===== config.mk =====
export PLATFORM = sky130hd
export DESIGN_NAME = riscv_alu_issue
export DESIGN_NICKNAME = d
export VERILOG_FILES = /design/src/rtl/riscv_alu_issue.sv
export SDC_FILE = /design/constraint.sdc
export NUM_CORES = 1
export LEC_CHECK = 0
export CORE_AREA = 2 2 128 130
export DETAILED_ROUTE_END_ITERATION = 6
export DIE_AREA = 0 0 130 132
export GPL_TIMING_DRIVEN = 0
export HOLD_SLACK_MARGIN = 0.06
export PLACE_DENSITY_LB_ADDON = 0.08
export SLEW_MARGIN = 0
export SYNTH_ARGS = -nofsm -noshare
export SYNTH_HDL_FRONTEND = slang
export SYNTH_SLANG_ARGS = --single-unit

===== constraint.sdc =====
create_clock -name clk -period 13.61 [get_ports clk]
set_input_delay 3.4025 -clock clk [delete_from_list [all_inputs] [get_ports clk]]
set_output_delay 3.4025 -clock clk [all_outputs]
set_load 0.02 [all_outputs]

===== src/rtl/riscv_alu_issue.sv =====
// riscv_alu_issue
// ---------------
// Execute-stage issue block. Decodes an RV32I instruction together with its
// register-file operands and PC into an ALU opcode (ALU_Ctrl) and the two
// ALU operands (A, B), then registers the result behind a valid/ready
// interface backed by a 2-entry skid buffer (output register + skid register)
// so that the upstream decode/regfile stage and the downstream ALU stage can
// stall independently.
//
// ALU_Ctrl encoding: 0 AND, 1 OR, 2 ADD, 6 SUB, 7 SLT. Encodings this block
// cannot map onto the ALU are still issued, with illegal=1 and
// ALU_Ctrl/A/B forced to zero, so the downstream stage can trap on them.
//
// Ports:
//   clk          rising-edge clock
//   reset        asynchronous, active-high reset (clears both buffer entries)
//   in_valid     upstream instruction valid
//   in_ready     block can accept an instruction (registered: skid empty)
//   instr        RV32I instruction word
//   rs1_data     register source 1 value
//   rs2_data     register source 2 value
//   pc           instruction address
//   out_valid    issued op valid
//   out_ready    ALU stage accepts op
//   ALU_Ctrl     ALU opcode
//   A, B         ALU operands
//   illegal      op is not supported by the ALU encoding
//   issue_count  count of legal ops transferred out
//
// Optional feature (macro RISCV_ALU_ISSUE_PERF_EN):
//   defined   -> issue_count counts output transfers with illegal=0, wraps
//                at 2^32 and is cleared by reset.
//   undefined -> issue_count is tied to zero; no counter is built.

module riscv_alu_issue #(
  parameter int XLEN   = 32,
  parameter int CTRL_W = 4
) (
  input  logic              clk,
  input  logic              reset,
  input  logic              in_valid,
  output logic              in_ready,
  input  logic [31:0]       instr,
  input  logic [XLEN-1:0]   rs1_data,
  input  logic [XLEN-1:0]   rs2_data,
  input  logic [XLEN-1:0]   pc,
  output logic              out_valid,
  input  logic              out_ready,
  output logic [CTRL_W-1:0] ALU_Ctrl,
  output logic [XLEN-1:0]   A,
  output logic [XLEN-1:0]   B,
  output logic              illegal,
  output logic [31:0]       issue_count
);

  // --------------------------------------------------------------------------
  // Encodings
  // --------------------------------------------------------------------------
  localparam logic [6:0] OPC_OP     = 7'b0110011;
  localparam logic [6:0] OPC_OP_IMM = 7'b0010011;
  localparam logic [6:0] OPC_LOAD   = 7'b0000011;
  localparam logic [6:0] OPC_STORE  = 7'b0100011;
  localparam logic [6:0] OPC_BRANCH = 7'b1100011;
  localparam logic [6:0] OPC_LUI    = 7'b0110111;
  localparam logic [6:0] OPC_AUIPC  = 7'b0010111;

  localparam logic [6:0] F7_BASE = 7'b0000000;
  localparam logic [6:0] F7_ALT  = 7'b0100000;

  // NOR (12) exists in the ALU but no RV32I op maps onto it, so it is never
  // produced here.
  localparam logic [CTRL_W-1:0] ALU_AND = CTRL_W'(0);
  localparam logic [CTRL_W-1:0] ALU_OR  = CTRL_W'(1);
  localparam logic [CTRL_W-1:0] ALU_ADD = CTRL_W'(2);
  localparam logic [CTRL_W-1:0] ALU_SUB = CTRL_W'(6);
  localparam logic [CTRL_W-1:0] ALU_SLT = CTRL_W'(7);

  // One buffered issue slot.
  typedef struct packed {
    logic              ill;
    logic [CTRL_W-1:0] ctrl;
    logic [XLEN-1:0]   a;
    logic [XLEN-1:0]   b;
  } op_t;

  // --------------------------------------------------------------------------
  // Decode
  // --------------------------------------------------------------------------
  logic [6:0]      opc;
  logic [2:0]      f3;
  logic [6:0]      f7;
  logic [XLEN-1:0] imm_i;
  logic [XLEN-1:0] imm_s;
  logic [XLEN-1:0] imm_u;
  op_t             dec_op;
  op_t             raw_op;
  logic            dec_ill;

  assign opc = instr[6:0];
  assign f3  = instr[14:12];
  assign f7  = instr[31:25];

  assign imm_i = {{(XLEN-12){instr[31]}}, instr[31:20]};
  assign imm_s = {{(XLEN-12){instr[31]}}, instr[31:25], instr[11:7]};
  assign imm_u = XLEN'($signed({instr[31:12], 12'b0}));

  always_comb begin
    raw_op.ill  = 1'b0;
    raw_op.ctrl = ALU_ADD;
    raw_op.a    = rs1_data;
    raw_op.b    = rs2_data;
    dec_ill     = 1'b0;

    case (opc)
      OPC_OP: begin
        // Only the base f7 is legal for AND/OR/SLT; f3=000 also allows SUB.
        case (f3)
          3'b000: begin
            if (f7 == F7_BASE)     raw_op.ctrl = ALU_ADD;
            else if (f7 == F7_ALT) raw_op.ctrl = ALU_SUB;
            else                   dec_ill     = 1'b1;
          end
          3'b111: begin
            raw_op.ctrl = ALU_AND;
            dec_ill     = (f7 != F7_BASE);
          end
          3'b110: begin
            raw_op.ctrl = ALU_OR;
            dec_ill     = (f7 != F7_BASE);
          end
          3'b010: begin
            raw_op.ctrl = ALU_SLT;
            dec_ill     = (f7 != F7_BASE);
          end
          default: dec_ill = 1'b1;
        endcase
      end

      OPC_OP_IMM: begin
        raw_op.b = imm_i;
        case (f3)
          3'b000:  raw_op.ctrl = ALU_ADD;
          3'b111:  raw_op.ctrl = ALU_AND;
          3'b110:  raw_op.ctrl = ALU_OR;
          3'b010:  raw_op.ctrl = ALU_SLT;
          default: dec_ill     = 1'b1;
        endcase
      end

      // Address generation for memory ops: rs1 + offset.
      OPC_LOAD:  raw_op.b = imm_i;
      OPC_STORE: raw_op.b = imm_s;

      OPC_BRANCH: begin
        // BEQ/BNE test the SUB result for zero downstream; BLT uses SLT.
        case (f3)
          3'b000, 3'b001: raw_op.ctrl = ALU_SUB;
          3'b100:         raw_op.ctrl = ALU_SLT;
          default:        dec_ill     = 1'b1;
        endcase
      end

      OPC_LUI: begin
        raw_op.a = '0;
        raw_op.b = imm_u;
      end

      OPC_AUIPC: begin
        raw_op.a = pc;
        raw_op.b = imm_u;
      end

      default: dec_ill = 1'b1;
    endcase
  end

  // Illegal ops carry a clean zero payload so nothing downstream can act on
  // half-decoded operands.
  always_comb begin
    dec_op = raw_op;
    if (dec_ill) begin
      dec_op.ill  = 1'b1;
      dec_op.ctrl = '0;
      dec_op.a    = '0;
      dec_op.b    = '0;
    end
  end

  // --------------------------------------------------------------------------
  // Skid buffer
  // --------------------------------------------------------------------------
  op_t  out_op_reg;
  logic out_valid_reg;
  op_t  skid_op_reg;
  logic skid_valid_reg;

  logic accept;
  logic drain;
  logic out_free;

  // in_ready depends only on the skid register, so there is no combinational
  // path from out_ready back to in_ready.
  assign in_ready = ~skid_valid_reg;
  assign accept   = in_valid & in_ready;
  assign drain    = out_valid_reg & out_ready;
  // The output register can take a new op if it is empty or leaving now.
  assign out_free = drain | ~out_valid_reg;

  always_ff @(posedge clk or posedge reset) begin
    if (reset) begin
      out_op_reg     <= '0;
      out_valid_reg  <= 1'b0;
      skid_op_reg    <= '0;
      skid_valid_reg <= 1'b0;
    end else begin
      if (out_free) begin
        if (skid_valid_reg) begin
          // Older op first. accept is necessarily 0 here because in_ready
          // was low while the skid register was full.
          out_op_reg     <= skid_op_reg;
          out_valid_reg  <= 1'b1;
          skid_valid_reg <= 1'b0;
        end else if (accept) begin
          out_op_reg    <= dec_op;
          out_valid_reg <= 1'b1;
        end else begin
          out_valid_reg <= 1'b0;
        end
      end else if (accept) begin
        // Output is stalled: park the new op; out_* stay untouched.
        skid_op_reg    <= dec_op;
        skid_valid_reg <= 1'b1;
      end
    end
  end

  assign out_valid = out_valid_reg;
  assign ALU_Ctrl  = out_op_reg.ctrl;
  assign A         = out_op_reg.a;
  assign B         = out_op_reg.b;
  assign illegal   = out_op_reg.ill;

  // --------------------------------------------------------------------------
  // Issue counter
  // --------------------------------------------------------------------------
`ifdef RISCV_ALU_ISSUE_PERF_EN
  logic [31:0] issue_count_reg;

  always_ff @(posedge clk or posedge reset) begin
    if (reset) begin
      issue_count_reg <= '0;
    end else if (drain && !out_op_reg.ill) begin
      issue_count_reg <= issue_count_reg + 32'd1;
    end
  end

  assign issue_count = issue_count_reg;
`else
  assign issue_count = '0;
`endif

endmodule


# Word level (Yosys, flattened, before mapping)
# Cells that the tools add are included.
[word_totals]
n_memories = 0
elab_cells = 64
ff_bits = 140
romBits = 0
latch_bits = 0
inputBits = 132
mem_bits_rw = 0
output_inout_bits = 103
[classes]
n_reduce_logical = 14
n_eq_ne = 13
div_mod_pow = 0
n_addsub = 0
multipliers = 0
shifts = 0
mux = 21
bitwise = 6
n_lt_le_gt_ge = 0
[op_table]
columns = ["cell", "n"]
rows = [
  ["$mux 69", 3],
  ["$pmux 32 s3", 1],
  ["$pmux 32 s2", 1],
  ["$eq 7x6->1 const B", 4],
  ["$eq 7x5->1 const B", 2],
  ["$pmux 3 s4", 1],
  ["$pmux 4 s3", 1],
  ["$eq 3x3->1 const B", 3],
  ["$pmux 3 s3", 1],
  ["$mux 1", 8],
  ["$reduce_or 4->1", 2],
  ["$eq 7x2->1 const B", 1],
  ["$eq 7x7->1 const B", 1],
  ["$logic_not 7->1", 1],
  ["$reduce_bool 7->1", 1],
  ["$mux 3", 2],
  ["$pmux 3 s2", 1],
  ["$reduce_or 2->1", 3],
  ["$reduce_or 3->1", 2],
  ["$pmux 1 s4", 1],
  ["$reduce_and 2->1", 2],
  ["$reduce_bool 2->1", 2],
  ["$eq 3x1->1 const B", 1],
  ["$eq 3x2->1 const B", 1],
  ["other kinds (5)", 8],
]

# Depth between registers and ports, before layout
# Gate-level depths: netlist (run 1).
[logic_depth]
word_depth = 8
mapped_depth = 7
mapped_depth_nobuf = 5

# Worst setup path after synthesis (run 1)
# OpenSTA, ideal clock, no wires.
[synth_timing]
path_kind = "input port to flip-flop"
from = "input instr[4]"
to = "register skid_op_reg[10] in the netlist's numbering"
cell_stages = 7
slack_ns = 8.730
path_buffers = 2
t_arrival_ns = 4.788
required_time_ns = 13.518
setup_ns = 0.092
path_cell_list = "and2b_2 o21ai_1 a2111oi_2 nand2_1 buf_4 buf_6 o31ai_2"
[synth_via]
elab_chain_cells = 4
word_cells_on_any_way = 13
cone_classes = "eq/ne (7); mux (3); reduce/logical (3)"
[synth_lines]
columns = ["item", "line_no", "source"]
rows = [
  ["from (decl)", "43", "input logic [31:0] instr,"],
  ["$eq 7x5->1, or another cell as far along", "114", "case (opc)"],
  ["$reduce_or 4->1 (no line) / $reduce_or 2->1 (equally long branches)", "n/a", ""],
  ["$pmux 1 s4 / $pmux 32 s3 (equally long branches)", "114", ""],
  ["$mux 69 (*)", "181", "if (dec_ill) begin"],
  ["to (signal assigned)", "231", "skid_op_reg <= dec_op;"],
  ["to (decl)", "194", "op_t skid_op_reg;"],
]
# Mark *: on every way between the ends. The rest lies on a longest branch, timed or not.
# A chain may end at the register's enable or synchronous reset.

# Worst setup path in the final report (run 1)
[layout_timing]
from = "input instr[2]"
to = "register skid_op_reg[22] in the netlist's numbering"
# Same word-level chain as after synthesis.

==> flow_metrics.py, run 1 <==
metrics = {
    "status": {
        "status": "completed",
    },
    "sta": {
        "rsz0062_at_grt": "false",
        "setup_tns_ps": 0,
        "skew_ps": 7.35,
        "max_slew_margin_pct": 44.4,
        "holdWs_ps": 476,
        "final_hold_viol_count": 0,
        "setup_viol": 0,
        "tightest_slew_ps": 833,
        "fin_crit_sh_pct": 41.3,
        "finalCriticalPeriod_ps": 5630,
        "setup_ws_ps": 7980,
        "drv_slew": 0,
        "max_freq_mhz": 178,
    },
    "synthesis": {
        "synth_adder_area_share_pct": 0,
        "ys_seq_area_share_pct": 49.5,
        "synth_top_family_by_area": "compound AO/OA/AOI/OAI gates",
        "synth_area_leaders": "dfrtp_1 (50%), a21oi_1 (8.1%), o31ai_1 (6.2%)",
        "syn_area_mm2": 0.00697,
        "synth_edf_count": 0,
        "synth_seq_cells": 138,
        "synth.distinct_cells": 43,
        "synth_xor_area_share_pct": 0,
        "synth_top_area_share_pct": 49.5,
        "avgSynthCellArea_um2": 9.41,
        "yosysTopAreaCell": "dfrtp_1",
        "synth_top_flop_cell": "dfrtp_1",
        "synth_mux_area_share_pct": 0.305,
        "synth-simple-area-share_pct": 14.7,
        "synth_warnings": 0,
        "synthCells": 741,
        "synth_compound_area_share_pct": 27.7,
        "ys_async_sr_fraction_pct": 100,
    },
    "clocking": {
        "cts_tree": "yes",
        "postCtsHoldBufs": 0,
        "cts_setup_buffers": 0,
        "cts_resized": 0,
        "numCtsBuffers": 17,
        "clk_pin_slew_worst_paths_ps": 60,
        "cts_sinks": 138,
        "htreeDepth": 4,
        "clockRootBuffer": "clkbuf_16",
        "cts.path.max_buffers": 2,
        "clock_latency_ps": 430,
    },
    "setup_path": {
        "cp.required_ps": 13890,
        "critPathLaunchType": "input pin",
        "critical_path.endpoint_type": "register",
        "arrival_ps": 5910,
        "r2r_cells": 7,
        "critPathMaxFanout": 10,
        "worstSetupPathType": "in2reg",
    },
    "floorplan": {
        "die_y_um": 132,
        "rows": 46,
        "dieWidth_um": 130,
        "initial_core_util_pct": 44.4,
        "dieArea_mm2": 0.0172,
        "io_pins": 235,
        "coreArea_mm2": 0.0157,
    },
    "layout": {
        "utilization_pct": 63.7,
        "nNetsFinal": 1126,
        "largest_reg_flops": 68,
        "layout-drive-gt1-share_pct": 10.8,
        "diodes": 0,
        "area_delta_synth_final_pct": 43.6,
    },
    "job": {
        "maxCapViolations": 0,
    },
    "drt": {
        "first_pass_iters": 5,
        "drtIter0Drc": 554,
        "route.detailed.drc": 0,
        "viasPerCell": 5.42,
        "drt-total-wl_um": 22400,
        "ant_nets": 0,
        "wire_per_inst_um": 18.4,
        "dr_total_vias": 6621,
    },
    "placed_design": {
        "dp_hpwl_um": 16300,
        "place_congestion": 0.893,
        "io_buffers": 201,
        "dpl_worst_slack_ps": 7590,
    },
    "power_and_ir_drop": {
        "sw_frac_of_total_pct": 28.8,
        "p_int_uw": 891,
        "p_leak_uw": 0.00414,
        "p_sw_uw": 360,
        "power_frac_seq_pct": 37.7,
        "ir_worst_vdd_mv": 0.0943,
        "comb_power_share_pct": 23.8,
        "power_frac_clock_pct": 38.5,
        "p_per_area_mw_per_mm2": 125,
    },
    "grt": {
        "grt_first_pass_wirelength_um": 35200,
        "antenna_found_initial": 0,
        "grt_pass1_vias": 6432,
        "grt_util_all_layers_pct": 26.4,
        "grt-ovfl-total": 0,
        "grt_max_degree": 75,
    },
    "worst_hold_path": {
        "hp-class": "reg2reg",
        "hold_depth": 2,
    },
}
## routing by layer
metal  GRT usage (%)  vias up  wire (µm)
met5               0        -          0
met3            5.72       34       1390
li1                -     3160          -
met1            36.8     3169       9840
met4            9.08        0        503
met2            40.8      258      10700
## stage by stage
stage,total power [µW],cell area [µm²],instances
2_1_floorplan,628,7090,773
3_3_place_gp,771,9370,1190
3_5_place_dp,775,9410,1191
4_1_cts,1260,10000,1222
5_1_grt,1300,10000,1222
6_report,1250,10000,1222
## worst max-delay path: stages
cell             delay, ps
clkdlybuf4s50_1        520
nor4bb_1               590
and2_1                 260
o2111ai_1              190
nand2_1                280
clkbuf_1               500
o31ai_1                160
## power groups by stage
stage                     sequential (µW)  combinational, µW  clock [µW]
final                                 472                297         482
after global routing                  476                319         506
after detailed placement              478                296           0
after floorplan                       517                111           0
after CTS                             472                298         486
after global placement                478                293           0
## cells in the final DEF, fill, tap and decap left out, drive strengths merged, types with 4 or more instances in the layout
cell	n
dfrtp	138
clkinv	7
a22oi	7
a21oi	113
nand2b	6
nor2b	7
bufinv	4
nand2	72
nor3b	32
clkdlybuf4s50	201
a221oi	19
o22ai	67
o31ai	67
nor2	78
clkbuf	71
buf	48
nand3	4
conb	33
## worst paths after layout
kind                                 start               to  slack, ps
setup reg to reg            skid_valid_reg            B[10]      11250
hold / removal             skid_op_reg[34]  skid_op_reg[34]        480
min in group asynchronous            reset            A[26]       3430
hold reg to reg            skid_op_reg[34]  skid_op_reg[34]        480
max in group asynchronous            reset            B[22]       9410
setup / recovery                  instr[2]  skid_op_reg[22]       7980
## cells by family after synthesis
logic type | after synthesis
AO/OA/AOI/OAI | 282
AND/OR/NAND/NOR | 215
flip-flops | 138
buffers and inverters | 103
multiplexers | 2
other | 1
## layout make-up
type / count / area (µm²)
plain buffers: 100 / 524
clock buffers: 18 / 429
clock inverters: 13 / 178
fillers: 1351 / 5700
inverters: 3 / 16.3
multi-input cells: 532 / 3100
flip-flops and latches: 138 / 3450
well taps: 216 / 270
repair buffers: 202 / 2040
## synth_stat cells, types with 6 or more instances
cell type / instances
o31ai_1: 58
buf_2: 11
a21oi_1: 113
a221oi_2: 17
nand2_1: 72
buf_4: 34
clkbuf_1: 53
a22oi_1: 7
nor3b_1: 32
o22ai_1: 67
dfrtp_1: 138
o31ai_2: 9
nor2_1: 78
nor2b_1: 7
nand2b_1: 6
(Power assumes the default switching activity.)
==> run 2, diff against run 1 <==
--- a/config.mk
+++ b/config.mk
@@ -5,9 +5,9 @@
 export SDC_FILE = /design/constraint.sdc
 export NUM_CORES = 1
 export LEC_CHECK = 0
-export CORE_AREA = 2 2 128 130
+export CORE_AREA = 2 2 132 134
 export DETAILED_ROUTE_END_ITERATION = 6
-export DIE_AREA = 0 0 130 132
+export DIE_AREA = 0 0 134 136
 export GPL_TIMING_DRIVEN = 0
 export HOLD_SLACK_MARGIN = 0.06
 export PLACE_DENSITY_LB_ADDON = 0.08
==> constraint.sdc (replaced) <==
create_clock -name clk -period 4.5 [get_ports clk]
set_input_delay 1.125 -clock clk [delete_from_list [all_inputs] [get_ports clk]]
set_output_delay 1.125 -clock clk [all_outputs]
set_load 0.02 [all_outputs]
==> run 2 against run 1 <==
Worst setup slack got worse by 6800 ps. Worst hold slack about the same. Clock power rose to 3.2 times the previous value. Sequential cell count unchanged. Core utilization is 3.9 points lower. Sequential share of layout area decreased by 0.29 points. Clock skew shrank 0.65 ps. Combinational power rose to 3.0 times the previous value. Register-to-register slack lost 9200 ps. Largest power group unchanged.
==> flow_metrics.py, run 2 (synthesized netlist as in run 1, its figures left out) <==
metrics = {
    "sta": {
        "finalCriticalPeriod_ps": 3350,
        "rsz0062_at_grt": "false",
        "final_hold_viol_count": 0,
        "skew_ps": 6.70,
        "max_slew_margin_pct": 53.8,
        "fin_crit_sh_pct": 74.6,
        "max_freq_mhz": 298,
        "setup_tns_ps": 0,
        "tightest_slew_ps": 692,
        "drv_slew": 0,
        "setup_viol": 0,
    },
    "grt": {
        "grt_pass1_vias": 6347,
        "grt_util_all_layers_pct": 25.2,
        "grt_max_degree": 42,
        "grt-ovfl-total": 0,
        "grt_first_pass_wirelength_um": 35500,
        "antenna_found_initial": 1,
    },
    "setup_path": {
        "critPathMaxFanout": 10,
        "crit_buf_inv": 2,
        "arrival_ps": 3650,
        "cp_slowest_cell": "a211oi_2",
        "critPathLaunchType": "input pin",
        "cpPeakStageDelay_ps": 630,
        "crit_chain": "clkdlybuf4s50_1 > nand4bb_1 > a211oi_2 > nor2_1 > buf_2 > a221oi_2 > o22ai_1",
        "worstSetupPathType": "in2reg",
        "critical_path.endpoint_type": "register",
        "critical-path-top-delay-family": "compound AO/OA/AOI/OAI gates",
        "cp.required_ps": 4800,
    },
    "drt": {
        "route.detailed.drc": 0,
        "viasPerCell": 5.36,
        "ant_nets": 0,
        "wire_per_inst_um": 18.3,
        "first_pass_iters": 7,
        "drt-total-wl_um": 22500,
        "drtIter0Drc": 519,
        "dr_total_vias": 6619,
    },
    "clocking": {
        "cts_resized": 0,
        "cts_sinks": 138,
        "postCtsHoldBufs": 0,
        "cts_tree": "yes",
        "cts_setup_buffers": 0,
        "clockRootBuffer": "clkbuf_16",
        "clock_latency_ps": 430,
        "htreeDepth": 4,
        "cts.path.max_buffers": 2,
        "clk_pin_slew_worst_paths_ps": 60,
        "numCtsBuffers": 17,
    },
    "layout": {
        "layout_commonest_cell": "clkdlybuf4s50_1",
        "largest_reg_flops": 68,
        "area_delta_synth_final_pct": 44.8,
        "layout-drive-gt1-share_pct": 11.1,
        "utilization_pct": 59.8,
        "nNetsFinal": 1128,
        "mostFrequentLayoutCells": "clkdlybuf4s50_1 (201), dfrtp_1 (138), a21oi_1 (113), nor2_1 (78), nand2_1 (72)",
    },
    "floorplan": {
        "die_y_um": 136,
        "dieWidth_um": 134,
        "initial_core_util_pct": 41.3,
        "coreArea_mm2": 0.0169,
        "rows": 48,
        "io_pins": 235,
        "dieArea_mm2": 0.0182,
    },
    "placed_design": {
        "io_buffers": 201,
        "place_congestion": 0.804,
        "dp_hpwl_um": 16400,
    },
    "power_and_ir_drop": {
        "p_leak_uw": 0.00417,
        "p_per_area_mw_per_mm2": 385,
        "power.total_uw": 3890,
        "ir_worst_vdd_mv": 0.275,
    },
    "worst_hold_path": {
        "hp-class": "reg2reg",
    },
    "status": {
        "status": "completed",
    },
    "job": {
        "maxCapViolations": 0,
    },
}
[run 2: cell type report]
cell class | instances | area, µm²
fillers | 1520 | 6780
flip-flops and latches | 138 | 3450
multi-input cells | 532 | 3100
repair buffers | 204 | 2070
plain buffers | 100 | 524
clock buffers | 18 | 429
well taps | 225 | 282
clock inverters | 14 | 218
inverters | 3 | 15.0
diodes | 1 | 2.50
[run 2: per-stage QoR]
stage	std cells	cell area, µm²	hold slack (ps)	setup slack, ps
floorplan	773	7100	449	1650
global placement	1199	9390	459	324
detailed placement	1202	9450	466	830
CTS	1234	10100	479	1270
global route	1235	10100	499	1020
finish	1235	10100	476	1150
[run 2: power by group]
part	switching (µW)	internal, µW	total, µW
Combinational	483	418	901
Sequential	69.2	1360	1430
Clock	569	987	1560
Total	1120	2760	3890
[run 2: path summary, 6_finish.rpt]
path | from | end | slack (ps) | cells after the start
setup reg to reg | skid_valid_reg | skid_op_reg[5] | 2010 | 7
max in group asynchronous | reset | B[23] | 2850 | 3
min in group asynchronous | reset | skid_op_reg[4] | 1090 | 2
hold reg to reg | skid_op_reg[32] | skid_op_reg[32] | 480 | 2
setup / recovery | instr[2] | B[26] | 1150 | 7
hold / removal | skid_op_reg[32] | skid_op_reg[32] | 480 | 2
[run 2: routing by layer]
layer  share of wire [%]  up-vias  track usage, %
li1                    -     3165               -
met1                  45     3171            36.5
met2                  46      259            38.3
met3                 7.5       24            5.26
met4                 1.4        0            6.97
met5                   0        -               0
[run 2: worst reg2reg max path, stage by stage (launching register included)]
cell	delay, ps
dfrtp_1	320
clkbuf_1	350
inv_1	120
nand3_1	370
clkbuf_1	570
clkbuf_1	470
nand2_1	130
o31ai_2	80
